`config.mk`:
```
export PLATFORM = sky130hd
export DESIGN_NAME = bus_arbiter
export DESIGN_NICKNAME = d
export VERILOG_FILES = /design/src/rtl/bus_arbiter.sv
export SDC_FILE = /design/constraint.sdc
export NUM_CORES = 1
export LEC_CHECK = 0
export BUFFER_PORTS_ARGS = -buffer_cell sky130_fd_sc_hd__buf_4
export CAP_MARGIN = 15
export CELL_PAD_IN_SITES_DETAIL_PLACEMENT = 2
export CELL_PAD_IN_SITES_GLOBAL_PLACEMENT = 2
export CORE_AREA = 2 2 215 217
export CTS_CLUSTER_DIAMETER = 100
export DETAILED_ROUTE_END_ITERATION = 12
export DIE_AREA = 0 0 217 219
export GPL_TIMING_DRIVEN = 0
export PLACE_DENSITY_LB_ADDON = 0.1
export SYNTH_ARGS = -nofsm -noshare
export SYNTH_HDL_FRONTEND = slang
export SYNTH_SLANG_ARGS = --single-unit
```
`constraint.sdc`:
```
create_clock -name clk -period 1.25 [get_ports clk]
set_input_delay 0.125 -clock clk [delete_from_list [all_inputs] [get_ports clk]]
set_output_delay 0.125 -clock clk [all_outputs]
set_load 0.1 [all_outputs]
```
`src/rtl/bus_arbiter.sv`:
```
// ============================================================================
//  Module   : bus_arbiter
//  Purpose  : Two-master (instruction fetch / data) to one-slave bus arbiter
//             with alternating fairness on contention.
//  Revision : 1.0 - initial release
// ============================================================================
`timescale 1ns/1ps
`default_nettype none

module bus_arbiter #(
    parameter int ADDR_W = 64,
    parameter int DATA_W = 64
) (
    input  logic              clk,
    input  logic              reset,

    input  logic              ireq_valid,
    input  logic [ADDR_W-1:0] ireq_addr,
    input  logic [2:0]        ireq_size,
    output logic              iresp_addr_ok,
    output logic              iresp_data_ok,
    output logic [DATA_W-1:0] iresp_data,

    input  logic              dreq_valid,
    input  logic [ADDR_W-1:0] dreq_addr,
    input  logic [2:0]        dreq_size,
    input  logic [7:0]        dreq_strobe,
    input  logic [DATA_W-1:0] dreq_data,
    output logic              dresp_addr_ok,
    output logic              dresp_data_ok,
    output logic [DATA_W-1:0] dresp_data,

    output logic              oreq_valid,
    output logic [ADDR_W-1:0] oreq_addr,
    output logic [2:0]        oreq_size,
    output logic [7:0]        oreq_strobe,
    output logic [DATA_W-1:0] oreq_data,
    input  logic              oresp_addr_ok,
    input  logic              oresp_data_ok,
    input  logic [DATA_W-1:0] oresp_data
);

    typedef enum logic [1:0] {
        S_IDLE    = 2'd0,
        S_GRANT_I = 2'd1,
        S_GRANT_D = 2'd2
    } state_t;

    localparam logic c_LAST_I = 1'b0;
    localparam logic c_LAST_D = 1'b1;

    state_t r_state;
    state_t w_state_nxt;
    logic   r_last_grant;
    logic   w_last_grant_nxt;

    always_ff @(posedge clk or negedge reset) begin
        if (!reset) begin
            r_state      <= S_IDLE;
            r_last_grant <= c_LAST_I;
        end else begin
            r_state      <= w_state_nxt;
            r_last_grant <= w_last_grant_nxt;
        end
    end

    // Contention goes to whichever master did not complete most recently.
    always_comb begin
        w_state_nxt      = r_state;
        w_last_grant_nxt = r_last_grant;
        case (r_state)
            S_IDLE: begin
                if (ireq_valid && dreq_valid) begin
                    w_state_nxt = (r_last_grant == c_LAST_I) ? S_GRANT_D : S_GRANT_I;
                end else if (ireq_valid) begin
                    w_state_nxt = S_GRANT_I;
                end else if (dreq_valid) begin
                    w_state_nxt = S_GRANT_D;
                end
            end
            S_GRANT_I: begin
                if (oresp_data_ok) begin
                    w_state_nxt      = S_IDLE;
                    w_last_grant_nxt = c_LAST_I;
                end
            end
            S_GRANT_D: begin
                if (oresp_data_ok) begin
                    w_state_nxt      = S_IDLE;
                    w_last_grant_nxt = c_LAST_D;
                end
            end
            default: begin
                w_state_nxt = S_IDLE;
            end
        endcase
    end

    // Request and response paths are pure muxes keyed by the registered state,
    // so an asynchronous reset silences every output immediately.
    always_comb begin
        oreq_valid    = 1'b0;
        oreq_addr     = '0;
        oreq_size     = '0;
        oreq_strobe   = '0;
        oreq_data     = '0;
        iresp_addr_ok = 1'b0;
        iresp_data_ok = 1'b0;
        iresp_data    = '0;
        dresp_addr_ok = 1'b0;
        dresp_data_ok = 1'b0;
        dresp_data    = '0;
        case (r_state)
            S_GRANT_I: begin
                oreq_valid    = 1'b1;
                oreq_addr     = ireq_addr;
                oreq_size     = ireq_size;
                iresp_addr_ok = oresp_addr_ok;
                iresp_data_ok = oresp_data_ok;
                iresp_data    = oresp_data;
            end
            S_GRANT_D: begin
                oreq_valid    = 1'b1;
                oreq_addr     = dreq_addr;
                oreq_size     = dreq_size;
                oreq_strobe   = dreq_strobe;
                oreq_data     = dreq_data;
                dresp_addr_ok = oresp_addr_ok;
                dresp_data_ok = oresp_data_ok;
                dresp_data    = oresp_data;
            end
            default: begin
            end
        endcase
    end

endmodule

`default_nettype wire

```
======== Word-level counts from Yosys, hierarchy flattened ========
Index checks and enable logic that the tools add are counted.
operators by class
  equality and inequality tests ........... 6
  muxes and demuxes ....................... 20
  reductions and logical operators ........ 6
operator list
  kind                  number
  $mux W64              3
  $pmux W64 S2          1
  $mux W2               5
  $mux W8               1
  $mux W1               7
  $pmux W3 S2           1
  $ne A2 B2 Y1 const B  2
  $ne A4 B4 Y1 const B  1
  $pmux W2 S2           1
  $reduce_and A3 Y1     1
  $eq A2 B1 Y1 const B  1
  $eq A2 B2 Y1 const B  1
  $logic_not A2 Y1      1
  $ne A2 B1 Y1 const B  1
  $pmux W1 S2           1
  $reduce_and A2 Y1     1
  $reduce_bool A2 Y1    1
  $reduce_or A2 Y1      1
  $logic_and A1 B1 Y1   1
storage, ports and cells
  register bits ........................... 3
  input bits .............................. 276
  logic and storage cells ................. 34

======== Logic depth before layout (Yosys ltp) ========
  word-level depth ........................ 4
  mapped depth ............................ 7

======== Worst setup path before layout ========
Ideal clock, no wire load.
  kind .................................... register -> output
  from .................................... register r_state[0]
  to ...................................... output oreq_addr[16]
  data arrival time ....................... 3.144 ns
  data required time ...................... 1.125 ns
  slack ................................... -2.019 ns
  cell stages (with the launch flop) ...... 6
  cells stage by stage .................... dfrtp_1 -> inv_1 -> ha_1 -> buf_2 -> buf_4 -> nor2b_1
between the ends
  word-level cells in the longest chain between the ends .. 2
  elaborated cells between the ends (all ways) .. 3
ends and longest elaborated chain
  element                                       RTL line  text
  from (decl)                                   52        state_t r_state;
  from (signal assigned)                        62        r_state <= w_state_nxt;
  $eq A2 B2 Y1 or $eq A2 B1 Y1 (tied branches)  113       case (r_state)
  $pmux W64 S2 (*)                              113
  to (decl)                                     34        output logic [ADDR_W-1:0] oreq_addr,
Mark *: on every way between the ends. The rest lies on a longest branch, timed or not.

======== Worst setup path in the final report ========
  from .................................... register r_state[0]
  to ...................................... output oreq_addr[27]
Same word-level chain as after synthesis.

==> impl_metrics.env <==
export IMPL_status="finished, violations left"
export IMPL_failed_checks="setup timing"
export IMPL_dr_total_vias=5440
export IMPL_drive_gt1_frac=0.9709
export IMPL_path_buf_inv=4
export IMPL_core_um2=45090
export IMPL_dpl_cell_count=1553
export IMPL_gr_total_overflow=0
export IMPL_maxCapViolCount=0
export IMPL_critPathArrivalTime_ps=1770
export IMPL_first_pass_iters=4
export IMPL_endpoint_kind="output port"
export IMPL_core_rowCount=78
export IMPL_async_flop_share=1.000
export IMPL_synth_top_area_frac=0.4595
export IMPL_synth_yosys_seq_area_share=0.02703
export IMPL_viasPerCell=3.409
export IMPL_r2r_slack_ps=-190
export IMPL_insertion_delay_ps=230
export IMPL_grt_max_degree=11
export IMPL_antenna_found_initial=2
export IMPL_cts_buffers=3
export IMPL_rr_worst_depth=7
export IMPL_synthDistinctLibCells=22
export IMPL_grt_use_total=0.1254
export IMPL_nets=1276
export IMPL_finClkSkew_ps=1.109
export IMPL_cts_buffer_depth=2
export IMPL_cp_data_required_time_ps=1120
export IMPL_dp_final_hpwl_um=27700
export IMPL_drt_iter0_drc=85
export IMPL_hold_viol=0
export IMPL_startpoint_type="flop"
export IMPL_max_freq_ghz=0.5285
export IMPL_cts_tree="built"
export IMPL_ys_flop_type="dfrtp_1"
export IMPL_rr_endpoint="r_last_grant"
export IMPL_p_leak_nw=5.805
export IMPL_die_w_um=217
export IMPL_die_area_um2=47520
export IMPL_netlist_area_um2=2778
export IMPL_area_growth_pct=388.7
export IMPL_whs_ps=180.7
export IMPL_yosys_warnings=0
export IMPL_syn_instance_count=406
export IMPL_start_util=0.06161
export IMPL_min_path_cells=3
export IMPL_ys_seq_elements=3
export IMPL_synth_area_leader_cell="and2_1"
export IMPL_avgSynthCellArea_um2=6.842
export IMPL_fin_total_pwr_w=0.03866
export IMPL_worstPathCellList="inv_4 -> ha_4 -> buf_12 -> clkbuf_16 -> a22oi_2 -> nor2b_4 -> buf_12"
export IMPL_worst_pin_slew_ps=291.1
export IMPL_powerDensity_nw_per_um2=2848
export IMPL_cts_max_level=1
export IMPL_syn_nets=686
export IMPL_cts_sinks=3
export IMPL_grt_pass1_wl_um=43970
export IMPL_routedWlPerCell_um=20.90
export IMPL_crit_start="r_state[0]"
export IMPL_hold_end="r_state[1]"
export IMPL_setup_tns_ps=-154710
export IMPL_totalWireLength_um=33360
export IMPL_rsz0062_at_grt="true"
export IMPL_clk_pin_slew_ps=30
export IMPL_hp_start="dreq_valid"
export IMPL_fill_cells=4807
export IMPL_grt_pass1_vias=6094
export IMPL_gp_congestion=0.7097
export IMPL_drcViolationCount=0
export IMPL_timing_final_crit_share=1.514
export IMPL_slowest_stage="dfrtp_2"
export IMPL_antenna_left=0
export IMPL_synth_edff_count=0
export IMPL_cpMostUsedCell="buf_12"
export IMPL_ctsRootBufferMaster="clkbuf_16"
export IMPL_die_h_um=219
export IMPL_timing_final_crit_period_ps=1892
export IMPL_synth_area_leaders="and2_1, nor2b_1, a22oi_1"
export IMPL_finish_utilization=0.3011
export IMPL_cp_max_fo=6
export IMPL_finalNonFillerCells=1596
export IMPL_max_slew_margin_rel=0.8060
export IMPL_final_setup_viol_count=275
export IMPL_slowest_delay_ps=440
export IMPL_path_delay_family="buffers and inverters"
export IMPL_critPathKind="reg -> out"
export IMPL_hold_class="in -> reg"
export IMPL_report_final_slew_viol_count=0
export IMPL_portBuffers=547
export IMPL_fin_ws_ps=-642.2
export IMPL_pin_count=548
export IMPL_r2r_start="r_state[0]"
export IMPL_ir_drop_v=0.0009948
==> sequential cells by signal, summed over array words and instances, names as in the netlist <==
name          flops
r_last_grant      1
r_state           2
==> kinds of logic (layout without fill, tap and decap cells) <==
kind of cell / after synthesis / after routing / synth area share
buf+inv: 49 / 638 / 0.1072
flops: 3 / 3 / 0.02703
fa+ha+maj: 4 / 4 / 0.01802
compound gates: 71 / 71 / 0.2225
simple gates: 279 / 279 / 0.6252
other cells: 0 / 1 / 0
==> synth_stat cells, types with 2 or more instances <==
| cell | number |
|---|---|
| and2_1 | 204 |
| nor2b_1 | 68 |
| a22oi_1 | 48 |
| a22oi_2 | 19 |
| clkbuf_1 | 14 |
| buf_2 | 11 |
| clkbuf_2 | 8 |
| buf_4 | 4 |
| buf_6 | 4 |
| buf_8 | 4 |
| ha_1 | 4 |
| inv_1 | 4 |
| dfrtp_1 | 3 |
| a21oi_1 | 2 |
| nand2_1 | 2 |
==> how the worst max path moves through the flow <==
stage                          endpoint  slack (ps)  cells past startpoint
after floorplan           oreq_addr[16]        -610                      5
after global placement    oreq_data[51]        -790                      6
after detailed placement  oreq_data[51]        -810                      6
after CTS                 oreq_addr[31]        -680                      8
after global routing      oreq_addr[36]        -710                      7
final                     oreq_addr[27]        -640                      7
==> metrics by stage <==
stage                     area [µm²]  setup WS [ps]
after floorplan                 4025         -610.0
after global placement          8882         -791.8
after detailed placement        8882         -805.2
after CTS                      12540         -683.4
after global routing           13580         -708.1
final                          13580         -642.2
==> what timing repair did <==
action | CTS | global route
endpoints found under the setup margin | 275 | 275
hold endpoints to repair | 3 | 0
hold buffers | 1 | 0
cloned | 13 | 12
pin swaps | 7 | 8
resized for setup | 761 | 175
buffers inserted | 9 | 5
==> worst reg2reg max path, delay by kind of cell (launching register included) <==
kind,cells,cell delay (ps)
buf+inv,4,530
flops,1,440
fa+ha+maj,1,240
compound gates,1,90
simple gates,1,40
==> power by group <==
| group | switching [W] | internal, W | leakage [nW] |
|---|---|---|---|
| logic | 0.0220 | 0.0160 | 5.73 |
| registers | 0.0000638 | 0.000146 | 0.0346 |
| clock network | 0.0000944 | 0.000422 | 0.0382 |
==> layer usage <==
| metal | track usage | wire [µm] |
|---|---|---|
| met5 | 0 | 0 |
| met4 | 0.01804 | 212 |
| met3 | 0.04851 | 3354 |
| met2 | 0.2603 | 19500 |
| met1 | 0.1153 | 10290 |
==> cell usage in the layout, fill, tap and decap left out, drive strengths merged <==
master,n
a21oi,2
a22oi,67
and2,204
and3,1
buf,598
clkbuf,35
dfrtp,3
diode,1
dlygate4sd3,1
ha,4
inv,4
nand2,2
nand2b,1
nand4,1
nor2,1
nor2b,68
nor3,1
o21ai,2
==> cell type report <==
cell class,count,area (µm²),share of cell area
plain buffers,43,799.5,0.05889
repair buffers,587,8193,0.6035
clock buffers,4,78.83,0.005806
multi-input cells,354,3654,0.2691
well taps,600,750.7,0.05530
inverters,4,20.02,0.001475
diodes,1,2.502,0.0001843
flip-flops and latches,3,77.57,0.005714
No activity file was read; power rests on OpenSTA's default activity.
